[src/rtl/aes_pkg.sv]
// aes_pkg: AES-128 constants and word helpers shared by key expansion and the round datapath
package aes_pkg;
   localparam int NR = 10;
   localparam int KEY_W = 128;
   // Entry 0 and 11..15 are padding so a 4-bit round counter can index the table directly
   localparam logic [0:15][7:0] RCON = {8'h00, 8'h01, 8'h02, 8'h04, 8'h08, 8'h10, 8'h20, 8'h40,
                                        8'h80, 8'h1b, 8'h36, 8'h00, 8'h00, 8'h00, 8'h00, 8'h00};
   function automatic logic [31:0] rot_word(input logic [31:0] w);
      return {w[23:0], w[31:24]};
   endfunction
endpackage

[src/rtl/aes_sbox.sv]
// aes_sbox: combinational FIPS-197 forward S-box, one byte in, one byte out
module aes_sbox (
   input  logic [7:0] in_i,
   output logic [7:0] out_o
);
   localparam logic [0:255][7:0] SBOX = {
      8'h63, 8'h7c, 8'h77, 8'h7b, 8'hf2, 8'h6b, 8'h6f, 8'hc5, 8'h30, 8'h01, 8'h67, 8'h2b, 8'hfe, 8'hd7, 8'hab, 8'h76,
      8'hca, 8'h82, 8'hc9, 8'h7d, 8'hfa, 8'h59, 8'h47, 8'hf0, 8'had, 8'hd4, 8'ha2, 8'haf, 8'h9c, 8'ha4, 8'h72, 8'hc0,
      8'hb7, 8'hfd, 8'h93, 8'h26, 8'h36, 8'h3f, 8'hf7, 8'hcc, 8'h34, 8'ha5, 8'he5, 8'hf1, 8'h71, 8'hd8, 8'h31, 8'h15,
      8'h04, 8'hc7, 8'h23, 8'hc3, 8'h18, 8'h96, 8'h05, 8'h9a, 8'h07, 8'h12, 8'h80, 8'he2, 8'heb, 8'h27, 8'hb2, 8'h75,
      8'h09, 8'h83, 8'h2c, 8'h1a, 8'h1b, 8'h6e, 8'h5a, 8'ha0, 8'h52, 8'h3b, 8'hd6, 8'hb3, 8'h29, 8'he3, 8'h2f, 8'h84,
      8'h53, 8'hd1, 8'h00, 8'hed, 8'h20, 8'hfc, 8'hb1, 8'h5b, 8'h6a, 8'hcb, 8'hbe, 8'h39, 8'h4a, 8'h4c, 8'h58, 8'hcf,
      8'hd0, 8'hef, 8'haa, 8'hfb, 8'h43, 8'h4d, 8'h33, 8'h85, 8'h45, 8'hf9, 8'h02, 8'h7f, 8'h50, 8'h3c, 8'h9f, 8'ha8,
      8'h51, 8'ha3, 8'h40, 8'h8f, 8'h92, 8'h9d, 8'h38, 8'hf5, 8'hbc, 8'hb6, 8'hda, 8'h21, 8'h10, 8'hff, 8'hf3, 8'hd2,
      8'hcd, 8'h0c, 8'h13, 8'hec, 8'h5f, 8'h97, 8'h44, 8'h17, 8'hc4, 8'ha7, 8'h7e, 8'h3d, 8'h64, 8'h5d, 8'h19, 8'h73,
      8'h60, 8'h81, 8'h4f, 8'hdc, 8'h22, 8'h2a, 8'h90, 8'h88, 8'h46, 8'hee, 8'hb8, 8'h14, 8'hde, 8'h5e, 8'h0b, 8'hdb,
      8'he0, 8'h32, 8'h3a, 8'h0a, 8'h49, 8'h06, 8'h24, 8'h5c, 8'hc2, 8'hd3, 8'hac, 8'h62, 8'h91, 8'h95, 8'he4, 8'h79,
      8'he7, 8'hc8, 8'h37, 8'h6d, 8'h8d, 8'hd5, 8'h4e, 8'ha9, 8'h6c, 8'h56, 8'hf4, 8'hea, 8'h65, 8'h7a, 8'hae, 8'h08,
      8'hba, 8'h78, 8'h25, 8'h2e, 8'h1c, 8'ha6, 8'hb4, 8'hc6, 8'he8, 8'hdd, 8'h74, 8'h1f, 8'h4b, 8'hbd, 8'h8b, 8'h8a,
      8'h70, 8'h3e, 8'hb5, 8'h66, 8'h48, 8'h03, 8'hf6, 8'h0e, 8'h61, 8'h35, 8'h57, 8'hb9, 8'h86, 8'hc1, 8'h1d, 8'h9e,
      8'he1, 8'hf8, 8'h98, 8'h11, 8'h69, 8'hd9, 8'h8e, 8'h94, 8'h9b, 8'h1e, 8'h87, 8'he9, 8'hce, 8'h55, 8'h28, 8'hdf,
      8'h8c, 8'ha1, 8'h89, 8'h0d, 8'hbf, 8'he6, 8'h42, 8'h68, 8'h41, 8'h99, 8'h2d, 8'h0f, 8'hb0, 8'h54, 8'hbb, 8'h16
   };
   assign out_o = SBOX[in_i];
endmodule

[src/rtl/aes_key_schedule.sv]
// aes_key_schedule: iterative AES-128 key expansion, one round key per cycle into an 11-entry store
// read back by index with one cycle of latency.
module aes_key_schedule
   import aes_pkg::*;
(
   input  logic             clk,
   input  logic             reset,
   input  logic             key_load,
   input  logic [KEY_W-1:0] init_key,
   input  logic [3:0]       rk_idx,
   output logic [KEY_W-1:0] round_key,
   output logic             busy,
   output logic             key_ready
);
   localparam logic [3:0] LAST = 4'(NR);
   logic [KEY_W-1:0] rk_q [0:NR];
   logic [KEY_W-1:0] wk_q, wk_d, round_key_q;
   logic [3:0]       cnt_q;
   logic             busy_q, ready_q;
   logic [31:0]      rw, sw, t, w0, w1, w2, w3;
   assign rw = rot_word(wk_q[31:0]);
   for (genvar b = 0; b < 4; b++) begin : g_sub
      aes_sbox u_sbox (.in_i(rw[8*b +: 8]), .out_o(sw[8*b +: 8]));
   end
   assign t    = sw ^ {RCON[cnt_q], 24'h0};
   assign w0   = wk_q[127:96] ^ t;
   assign w1   = w0 ^ wk_q[95:64];
   assign w2   = w1 ^ wk_q[63:32];
   assign w3   = w2 ^ wk_q[31:0];
   assign wk_d = {w0, w1, w2, w3};
   // A load takes priority over an in-flight expansion, discarding the partial schedule
   always_ff @(posedge clk or negedge reset) begin
      if (!reset) begin
         for (int i = 0; i <= NR; i++) rk_q[i] <= '0;
         wk_q        <= '0;
         cnt_q       <= '0;
         busy_q      <= 1'b0;
         ready_q     <= 1'b0;
         round_key_q <= '0;
      end else begin
         round_key_q <= (rk_idx <= LAST) ? rk_q[rk_idx] : '0;
         if (key_load) begin
            rk_q[0] <= init_key;
            wk_q    <= init_key;
            cnt_q   <= 4'd1;
            busy_q  <= 1'b1;
            ready_q <= 1'b0;
         end else if (busy_q) begin
            rk_q[cnt_q] <= wk_d;
            wk_q        <= wk_d;
            cnt_q       <= (cnt_q == LAST) ? 4'd0 : cnt_q + 4'd1;
            busy_q      <= cnt_q != LAST;
            ready_q     <= cnt_q == LAST;
         end
      end
   end
   assign round_key = round_key_q;
   assign busy      = busy_q;
   assign key_ready = ready_q;
endmodule

[config.mk]
export PLATFORM = sky130hd
export DESIGN_NAME = aes_key_schedule
export DESIGN_NICKNAME = d
export VERILOG_FILES = /design/src/rtl/aes_pkg.sv /design/src/rtl/aes_sbox.sv /design/src/rtl/aes_key_schedule.sv
export SDC_FILE = /design/constraint.sdc
export NUM_CORES = 2
export LEC_CHECK = 0
export CAP_MARGIN = 20
export CORE_ASPECT_RATIO = 1.25
export CORE_UTILIZATION = 30
export CTS_BUF_LIST = sky130_fd_sc_hd__clkbuf_8
export DETAILED_ROUTE_END_ITERATION = 8
export PLACE_DENSITY = 0.47
export SYNTH_ARGS = -nofsm -noshare
export SYNTH_HDL_FRONTEND = slang
export SYNTH_SLANG_ARGS = --single-unit
export TNS_END_PERCENT = 5
[constraint.sdc]
create_clock -name clk -period 10.7 [get_ports clk]
set_input_delay 2.14 -clock clk [delete_from_list [all_inputs] [get_ports clk]]
set_output_delay 2.14 -clock clk [all_outputs]
set_load 0.02 [all_outputs]
==> run metrics <==
status=finished, final reports clean; post-synthesis mux area share=11.43%; Fmax achieved=165.6 MHz; nets@finish=9151; Residual DRC=0; via count=72070; Final period util=56.42%; CP startpoint=wk_q[9]; CP max FO=44; Worst-Margin Slew=1229 ps; top_reg_cell synth=dfrtp_1; die area=0.2952 sq mm; area of the core=0.2906 sq mm; CP startpoint kind=register; Setup WS pre-CTS=4517 ps; total wire length=375.0 mm; Area growth, synth to finish=13.38%; met1 wire length=156.4 mm; critical path endpoint category=register; FF-to-FF End=rk_q[1301]; initial antenna violation count=26; most common cell in the netlist=dfrtp_1; Routed Antenna Nets=0; clock-pin slew on the worst setup and hold paths=60 ps; Initial Utilization=30.24%; Hold Crit Class=register to register; Worst EP arrival=6850 ps; top cells by area, synth=dfrtp_1 (48%), o21ai_0 (8.2%), mux4_2 (7.5%), nand2_1 (6.9%), mux2i_1 (3.4%); Congestion Overflow GR=0; share of layout cells above drive strength 1=12.27%; first-pass GRT wire length=540.8 mm; area leader, netlist=dfrtp_1; Post-synth ARST share=100.0%; Slew HR=18.08%; Root Buffer=clkbuf_8; R2R depth=11; worst reg2reg startpoint=wk_q[9]; distinct cell type count of the synthesized netlist=118; pin count of the biggest net entering global routing=197; PortBufs=264; Skew-Pair Late Insertion Delay=1010 ps; met3 wire len=20.54 mm; syn nets=9306; TritonCTS clock tree=done; vias per std cell=5.492; postcts setup bufs=0; Tmin final=6037 ps; final hold vios=0; Syn Std Cell Area=0.08789 sq mm; WS Path Type=register to register; Max Clock Skew=120.6 ps; XOR/XNOR share of the synthesized area=3.068%; Detail Route met2 WL=176.1 mm; DP HPWL=246.4 mm; filler cell count=29736; CTS resizes=0; Clock Sinks=1670; Sum Neg Setup Slack=0 ps; Post-synth EDFFs=0; RePlAce Congestion=0.9828; RSZ-0062 raised after global routing=false; final setup vio count=0; area share of and/or/nand/nor cells after synthesis=13.52%; CTS Buffer Depth=4; starting DRC count in detailed routing=6831; DRT Pass-1 Iters=6; Critical Path Sink=rk_q[1301]; CTS HTree Levels=5; register bit total from synthesis=1670; GRT Total Usage=25.04%; Die W=486.1 microns; Avg Inst Size Synth=9.648 sq um; Adder-Cell Fraction of Synth Area=0.8797%; CTS Buf Count=303; Synth top cells by count=dfrtp_1 (1670), nand2_1 (1610), o21ai_0 (1438); post-synthesis cell count=9110; largest family of logic cells by synthesized area=compound AO/OA/AOI/OAI gates; DR top layer=met5; register area share after synthesis=47.55%; Final Max Tran Viols=0; final worst slack=4663 ps; vias in the first global route=72245; Rows=221; Critical Path RT=11510 ps; Die Height=607.2 microns; Post-CTS Hold Buffers=0; synth warn=0; Synth top area share=47.55%; post-synthesis compound-gate area fraction=18.77%; average wire per standard cell=28.58 microns; maxcap violations=0; IO Pins=265; R2R Setup Slk=4660 ps
## how the worst min path moves through the flow
stage	startpoint	to	slack, ps	cells after the start
3_5_place_dp	rk_q[575]	rk_q[575]	460	2
2_1_floorplan	rk_q[1024]	rk_q[1024]	440	2
3_3_place_gp	rk_q[765]	rk_q[765]	460	2
5_1_grt	rk_q[360]	rk_q[360]	490	2
4_1_cts	rk_q[1053]	rk_q[1053]	480	2
6_report	rk_q[401]	rk_q[401]	470	2
## through the flow
stage	hold WS, ps	utilization, %	instance area [sq um]	std cells
3_3_place_gp	455.6	32.14	93410	12541
4_1_cts	478.8	34.23	99480	13070
3_5_place_dp	464.6	32.16	93450	12545
2_1_floorplan	444.6	-	87890	9110
6_report	472.4	34.29	99660	13123
5_1_grt	492.7	34.28	99640	13115
## routing by layer
layer | GRT usage [%] | up-vias
met4 | 13.52 | 14
li1 | - | 32121
met2 | 40.68 | 2620
met3 | 3.747 | 761
met1 | 32.04 | 36554
met5 | 0 | -
## cell usage in the layout (no fill, tap or decap), types with 73 or more instances in the layout
cell / count
buf_4: 193
mux4_2: 294
inv_1: 134
a21oi_1: 386
nand2_1: 1606
nor2_1: 416
xnor2_1: 134
mux2i_1: 296
clkbuf_8: 380
o21ai_1: 102
o21ai_0: 1438
nand3_1: 120
o211ai_1: 73
nor3_1: 88
clkdlybuf4s50_1: 258
nand2b_1: 124
nor2b_1: 90
o22ai_1: 146
dfrtp_1: 1655
## registers in the layout (all words and copies together) (netlist names)
name       count
busy           1
cnt_q          4
key_ready      1
rk_q        1408
round_key    128
wk_q         128
## cell families (layout without fill, tap and decap cells)
logic type / count (synthesis) / after routing
buffers and inverters: 995 / 1060
flip-flops: 1670 / 1670
adder cells (fa/ha/maj): 62 / 62
XOR/XNOR: 241 / 241
other: 0 / 46
multiplexers: 631 / 631
AND/OR/NAND/NOR: 2724 / 2724
AO/OA/AOI/OAI: 2787 / 2787
## worst max-delay path: stages, from the launching register on
cell and delay [ps]:
dfrtp_1 320, buf_4 460, ha_1 830, nand2b_1 400, and3_1 320, o31ai_1 710, a221oi_1 270, nor4_4 640
xnor3_1 730, xnor2_1 900, a211o_1 230, nand2_1 50
## final cells by class
cell class	instances	area, sq um	area share [%]
Antenna cell	46	115.1	0.1155
Multi-Input combinational cell	6445	42100	42.25
Sequential cell	1670	41820	41.97
Inverter	60	237.7	0.2385
Timing Repair Buffer	475	4468	4.483
Tap cell	3902	4882	4.899
Clock inverter	145	798.3	0.8010
Clock buffer	380	5230	5.248
Power is left out: the tool's default activity adds up to more than one toggle a clock period on the data nets, which glitch-free logic cannot reach.
